<file path="config.mk">
export PLATFORM = sky130hd
export DESIGN_NAME = header_rx
export DESIGN_NICKNAME = d
export VERILOG_FILES = /design/src/rtl/header_rx.sv
export SDC_FILE = /design/constraint.sdc
export NUM_CORES = 1
export LEC_CHECK = 0
export ABC_CLOCK_PERIOD_IN_PS = 3430
export CAP_MARGIN = 5
export CORE_AREA = 4 4 402 404
export CTS_CLUSTER_SIZE = 30
export DETAILED_ROUTE_END_ITERATION = 6
export DIE_AREA = 0 0 406 408
export PLACE_DENSITY = 0.5
export SLEW_MARGIN = 20
export SYNTH_ARGS = -nofsm -noshare
export SYNTH_HDL_FRONTEND = slang
export SYNTH_SLANG_ARGS = --single-unit
export TNS_END_PERCENT = 50
</file>
<file path="constraint.sdc">
create_clock -name clk_i -period 3.43 [get_ports clk_i]
set_clock_uncertainty 0.1 [all_clocks]
set_input_delay 0.5145 -clock clk_i [delete_from_list [all_inputs] [get_ports clk_i]]
set_output_delay 0.5145 -clock clk_i [all_outputs]
set_load 0.01 [all_outputs]
</file>
<file path="src/rtl/header_rx.sv">
// header_rx: parses SYNC / length / payload [/ XOR] frames from a UART byte stream into a flat header bus.
// Define HEADER_RX_CHECKSUM_EN to require and verify a trailing XOR byte (adds the CHK state).
module header_rx #(
  parameter int         NBYTES  = 128,
  parameter logic [7:0] SYNC    = 8'hA5,
  parameter int         TIMEOUT = 100000
) (
  input  logic                clk_i,
  input  logic                rst_i,
  input  logic [7:0]          rx_data_i,
  input  logic                rx_valid_i,
  input  logic                hdr_ready_i,
  output logic [8*NBYTES-1:0] hdr_o,
  output logic                hdr_valid_o,
  output logic                err_o,
  output logic [1:0]          err_code_o,
  output logic                ovr_o,
  output logic                busy_o
);

  localparam int            TW       = $clog2(TIMEOUT + 1);
  localparam logic [7:0]    LEN_BYTE = 8'(NBYTES);
  localparam logic [7:0]    LAST_IDX = 8'(NBYTES - 1);
  localparam logic [TW-1:0] TMO_MAX  = TW'(TIMEOUT);
  localparam logic [TW-1:0] TMO_LAST = TW'(TIMEOUT - 1);
  localparam logic [1:0]    ERR_LEN  = 2'd1;
  localparam logic [1:0]    ERR_TMO  = 2'd3;
`ifdef HEADER_RX_CHECKSUM_EN
  localparam logic [1:0]    ERR_CHK  = 2'd2;
`endif

  typedef enum logic [2:0] {
    S_IDLE,
    S_LEN,
    S_PAYLOAD,
`ifdef HEADER_RX_CHECKSUM_EN
    S_CHK,
`endif
    S_HOLD
  } state_t;

  state_t          state_q, state_d;
  logic [7:0]      cnt_q, cnt_d;
  logic [TW-1:0]   tmo_q, tmo_d;
  logic            err_q, err_d;
  logic [1:0]      code_q, code_d;
  logic            ovr_q, ovr_d;
  logic            busy_q, busy_d;
  logic            valid_q, valid_d;
  logic            wr_en;
  logic            in_frame;
`ifdef HEADER_RX_CHECKSUM_EN
  logic [7:0]      xor_q, xor_d;
`endif
  logic [7:0]      slot_q [NBYTES];

  function automatic logic is_busy(input state_t s);
    logic b;
    b = (s == S_LEN) || (s == S_PAYLOAD);
`ifdef HEADER_RX_CHECKSUM_EN
    b = b || (s == S_CHK);
`endif
    return b;
  endfunction

  always_comb begin
    state_d = state_q;
    cnt_d   = cnt_q;
    tmo_d   = tmo_q;
    err_d   = 1'b0;
    code_d  = code_q;
    ovr_d   = 1'b0;
    wr_en   = 1'b0;
`ifdef HEADER_RX_CHECKSUM_EN
    xor_d   = xor_q;
`endif
    in_frame = is_busy(state_q);

    // Every strobe restarts the inter-byte timer, whatever the state.
    if (rx_valid_i) tmo_d = '0;

    case (state_q)
      S_IDLE: begin
        if (rx_valid_i && rx_data_i == SYNC) state_d = S_LEN;
      end
      S_LEN: begin
        if (rx_valid_i) begin
          if (rx_data_i == LEN_BYTE) begin
            cnt_d   = '0;
`ifdef HEADER_RX_CHECKSUM_EN
            xor_d   = '0;
`endif
            state_d = S_PAYLOAD;
          end else begin
            err_d   = 1'b1;
            code_d  = ERR_LEN;
            state_d = S_IDLE;
          end
        end
      end
      S_PAYLOAD: begin
        if (rx_valid_i) begin
          wr_en = 1'b1;
          cnt_d = cnt_q + 8'd1;
`ifdef HEADER_RX_CHECKSUM_EN
          xor_d = xor_q ^ rx_data_i;
          if (cnt_q == LAST_IDX) state_d = S_CHK;
`else
          if (cnt_q == LAST_IDX) state_d = S_HOLD;
`endif
        end
      end
`ifdef HEADER_RX_CHECKSUM_EN
      S_CHK: begin
        if (rx_valid_i) begin
          if (rx_data_i == xor_q) begin
            state_d = S_HOLD;
          end else begin
            err_d   = 1'b1;
            code_d  = ERR_CHK;
            state_d = S_IDLE;
          end
        end
      end
`endif
      S_HOLD: begin
        if (rx_valid_i) ovr_d = 1'b1;
        if (hdr_ready_i) state_d = S_IDLE;
      end
      default: state_d = S_IDLE;
    endcase

    // A byte on the same cycle as expiry wins, so the timer only acts when no strobe is present.
    if (in_frame && !rx_valid_i) begin
      if (tmo_q == TMO_LAST) begin
        tmo_d   = TMO_MAX;
        err_d   = 1'b1;
        code_d  = ERR_TMO;
        state_d = S_IDLE;
      end else if (tmo_q != TMO_MAX) begin
        tmo_d = tmo_q + 1'b1;
      end
    end

    busy_d  = is_busy(state_d);
    valid_d = (state_d == S_HOLD);
  end

  always_ff @(posedge clk_i or negedge rst_i) begin
    if (!rst_i) begin
      state_q <= S_IDLE;
      cnt_q   <= '0;
      tmo_q   <= '0;
      err_q   <= 1'b0;
      code_q  <= '0;
      ovr_q   <= 1'b0;
      busy_q  <= 1'b0;
      valid_q <= 1'b0;
    end else begin
      state_q <= state_d;
      cnt_q   <= cnt_d;
      tmo_q   <= tmo_d;
      err_q   <= err_d;
      code_q  <= code_d;
      ovr_q   <= ovr_d;
      busy_q  <= busy_d;
      valid_q <= valid_d;
    end
  end

`ifdef HEADER_RX_CHECKSUM_EN
  always_ff @(posedge clk_i or negedge rst_i) begin
    if (!rst_i) xor_q <= '0;
    else        xor_q <= xor_d;
  end
`endif

  // One byte register per slot; slots are only written in PAYLOAD, so the bus is frozen in HOLD.
  for (genvar gi = 0; gi < NBYTES; gi++) begin : g_slot
    always_ff @(posedge clk_i or negedge rst_i) begin
      if (!rst_i)                                slot_q[gi] <= '0;
      else if (wr_en && cnt_q == 8'(gi))         slot_q[gi] <= rx_data_i;
    end
    assign hdr_o[8*gi +: 8] = slot_q[gi];
  end

  assign hdr_valid_o = valid_q;
  assign err_o       = err_q;
  assign err_code_o  = code_q;
  assign ovr_o       = ovr_q;
  assign busy_o      = busy_q;

endmodule

</file>
==> results.py <==
metrics = {
    "global_routing": {
        "grt_pass1_vias": 27560,
        "grt_max_degree": 101,
        "grt_overflow": 0,
        "grt_first_pass_wirelength_mm": 220.7,
        "antenna_found_initial": 2,
        "grt_use_total_pct": 18.52,
    },
    "clocking": {
        "clkLatencyLatePin_ns": 0.72,
        "cts_tree": "done",
        "clockRootBuffer": "clkbuf_16",
        "h-tree-depth": 3,
        "clock-sinks": 1058,
        "cts_buffers": 118,
        "cts_buffer_depth": 3,
        "postCtsSetupBuffers": 0,
        "clkTransAtPathRegs_ns": 0.06,
    },
    "place": {
        "gp_congestion": 0.7554,
        "port_buffers": 1041,
        "hpwl_mm": 110.2,
        "dpl.cell_count": 5618,
        "placed_area_mm2": 0.05446,
        "pre_cts_ws_ns": 0.1241,
    },
    "timing": {
        "fin_crit_ns": 2.896,
        "final-hold-violation-count": 0,
        "setup_tns_ns": 0,
        "fin_crit_sh_pct": 84.42,
        "rsz0062_at_grt": "no",
        "slew_headroom_pct": 38.96,
        "worst_pin_slew_ns": 0.9157,
        "max_freq_ghz": 0.3454,
        "setup_violations": 0,
        "drv_slew": 0,
        "setup_slack_ns": 0.5344,
        "hold_slack_ns": 0.1153,
    },
    "critical_path": {
        "ff2ff_setup_slack_ns": 0.53,
        "timing.critical_path.buf_inv": 0,
        "cpPeakStageDelay_ns": 0.71,
        "worstReg2RegStart": "cnt_q[3]",
        "cp_data_arrival_time_ns": 3.40,
        "critPathSlowestCell": "nor2_1",
        "crit_path_end_kind": "register",
        "start_kind": "register",
        "path_delay_family": "simple AND/OR/NAND/NOR gates",
        "r2r_end": "hdr_o[817]",
        "path_cells": "nand2b_2, nor2_1, nand2_1, mux2_2",
        "crit_type": "register to register",
        "worst-path-max-fanout": 8,
        "required_ns": 3.94,
        "r2r_cells": 4,
    },
    "power": {
        "ir_drop_v": 0.0003965,
        "power_per_cell_area_mw_per_mm2": 449.3,
        "p_total_mw": 26.30,
        "power.leakage_nw": 27.99,
    },
    "yosys": {
        "syn_nets": 2576,
        "synth_top_area_share_pct": 64.55,
        "syn_inst": 2558,
        "ys_ff_latch": 1058,
        "async_flop_share_pct": 100.0,
        "ys_seq_area_share_pct": 64.55,
        "avgSynthCellArea_um2": 16.03,
        "ys_warn_count": 0,
        "synth_edf_count": 0,
        "yosys.area.top_type": "dfrtp_1",
        "yosys_most_used_dff": "dfrtp_1",
        "yosysUniqueCellTypes": 52,
        "synth_area_leaders": "dfrtp_1 (65%), mux2_2 (25%), mux2_4 (2.3%)",
        "synth_area_mm2": 0.04101,
    },
    "routing": {
        "met2_wirelength_mm": 76.12,
        "highest_layer": "met4",
        "first_iter_violations": 1036,
        "via_count": 25890,
        "routed_wl_mm": 157.0,
        "met3WireLength_mm": 12.82,
        "drt-met1-wl_mm": 62.46,
        "dr.pass1.iters": 4,
        "drc_errors": 0,
        "ant_nets": 0,
        "viasPerCell": 4.431,
        "wire_per_inst_um": 26.88,
    },
    "floorplanning": {
        "core_area_mm2": 0.1578,
        "die_w_um": 406,
        "start_util_pct": 25.99,
        "fp-row-count": 146,
        "die-area_mm2": 0.1656,
        "dieHeight_um": 408,
        "io_pins": 1042,
    },
    "cells_and_area": {
        "fin_cells": 5842,
        "area_delta_synth_final_pct": 42.73,
        "fin_util_pct": 37.09,
        "drive_gt1_share_pct": 36.60,
        "nets": 3686,
        "final_area_mm2": 0.05854,
    },
    "min_path": {
        "hold_class": "input pin to register",
        "worstHoldStart": "rx_data_i[7]",
        "min_to": "hdr_o[231]",
        "whs_path_depth": 2,
    },
    "status": {
        "status": "finished, final reports clean",
    },
    "job": {
        "drv_cap": 0,
    },
}
-- per-layer routing --
metal / up-vias / GRT usage (%)
li1: 11220 / -
met1: 13660 / 21.97
met2: 806 / 31.28
met3: 210 / 6.482
met4: 0 / 5.986
met5: - / 0
-- Yosys cell counts (3+ instances only) --
master and number:
ha_1 6, nor2b_1 4, xnor2_1 5, mux2_4 64, nand2_8 8, or4b_2 3, or3_1 5, or4b_4 3
a21oi_1 8, o21ai_0 13, dfrtp_1 1058, nor4_1 3, nand2_1 67, xor2_1 9, nor2_1 34, a31oi_1 3
buf_4 11, nor4b_1 3, nand2b_1 4, clkbuf_1 116, nand4b_1 3, o31ai_1 5, mux2_2 921, buf_2 15
and2_1 8, nor4bb_1 3, nand3_1 9, nor3_1 3, nand2_2 65, mux2_1 40, nand4_1 7, and3_1 3
nand4bb_1 3, nor2_4 13, inv_1 10
-- layout by cell type (no fill, tap or decap), drive strengths merged, types with 10 or more instances in the layout --
cell	n
dfrtp	1058
clkdlybuf4s50	1032
mux2	1025
clkbuf	176
nand2	140
buf	98
nor2	50
clkinv	30
o21ai	13
inv	13
bufinv	10
-- state kept, by name, summed over array words and instances (netlist names) --
| register | flops |
|---|---|
| state_q | 3 |
| tmo_q | 17 |
| busy_o | 1 |
| err_code_o | 2 |
| err_o | 1 |
| cnt_q | 8 |
| hdr_valid_o | 1 |
| hdr_o | 1024 |
| ovr_o | 1 |
-- area by class of cell --
class                      count  area [µm²]
tap                         2072        2592
clock buffer                 176        3462
inverter                      10       37.54
multi-input combinational   1348       13930
fill                       15190       99290
clock inverter                44       588.1
sequential                  1058       26480
timing repair buffer        1132       11450
antenna                        2       5.005
-- kinds of logic (layout without fill, tap and decap cells) --
| kind of cell | after synthesis | count (layout) | synth area share, % |
|---|---|---|---|
| adder cells (fa/ha/maj) | 6 | 6 | 0.1830 |
| AND/OR/NAND/NOR | 267 | 267 | 4.167 |
| flip-flops | 1058 | 1058 | 64.55 |
| XOR/XNOR | 14 | 14 | 0.2990 |
| AO/OA/AOI/OAI | 33 | 33 | 0.4729 |
| other | 1 | 3 | 0.009143 |
| multiplexers | 1027 | 1027 | 28.78 |
| buffers and inverters | 152 | 1362 | 1.538 |
-- power breakdown --
group | switching, mW | total (mW) | internal (mW)
Sequential | 0.00131 | 12.5 | 12.5
Clock | 5.38 | 13.1 | 7.74
Combinational | 0.582 | 0.694 | 0.112
Total | 5.97 | 26.3 | 20.3
-- how the worst max path moves through the flow --
stage,from,slack (ns),depth (start not counted),endpoint
floorplan,rx_data_i[3],1.25,5,cnt_q[0]
global placement,rx_valid_i,0.12,6,hdr_o[649]
detailed placement,rx_valid_i,0.12,6,hdr_o[649]
CTS,cnt_q[2],0.32,4,hdr_o[847]
global route,cnt_q[3],0.43,4,hdr_o[823]
finish,cnt_q[3],0.53,4,hdr_o[817]
-- timing repair --
| item | CTS | global route |
|---|---|---|
| resized for setup | 0 | 0 |
| hold endpoints to repair | 39 | 0 |
| hold buffers | 2 | 0 |
No activity file was read; power rests on OpenSTA's default activity.
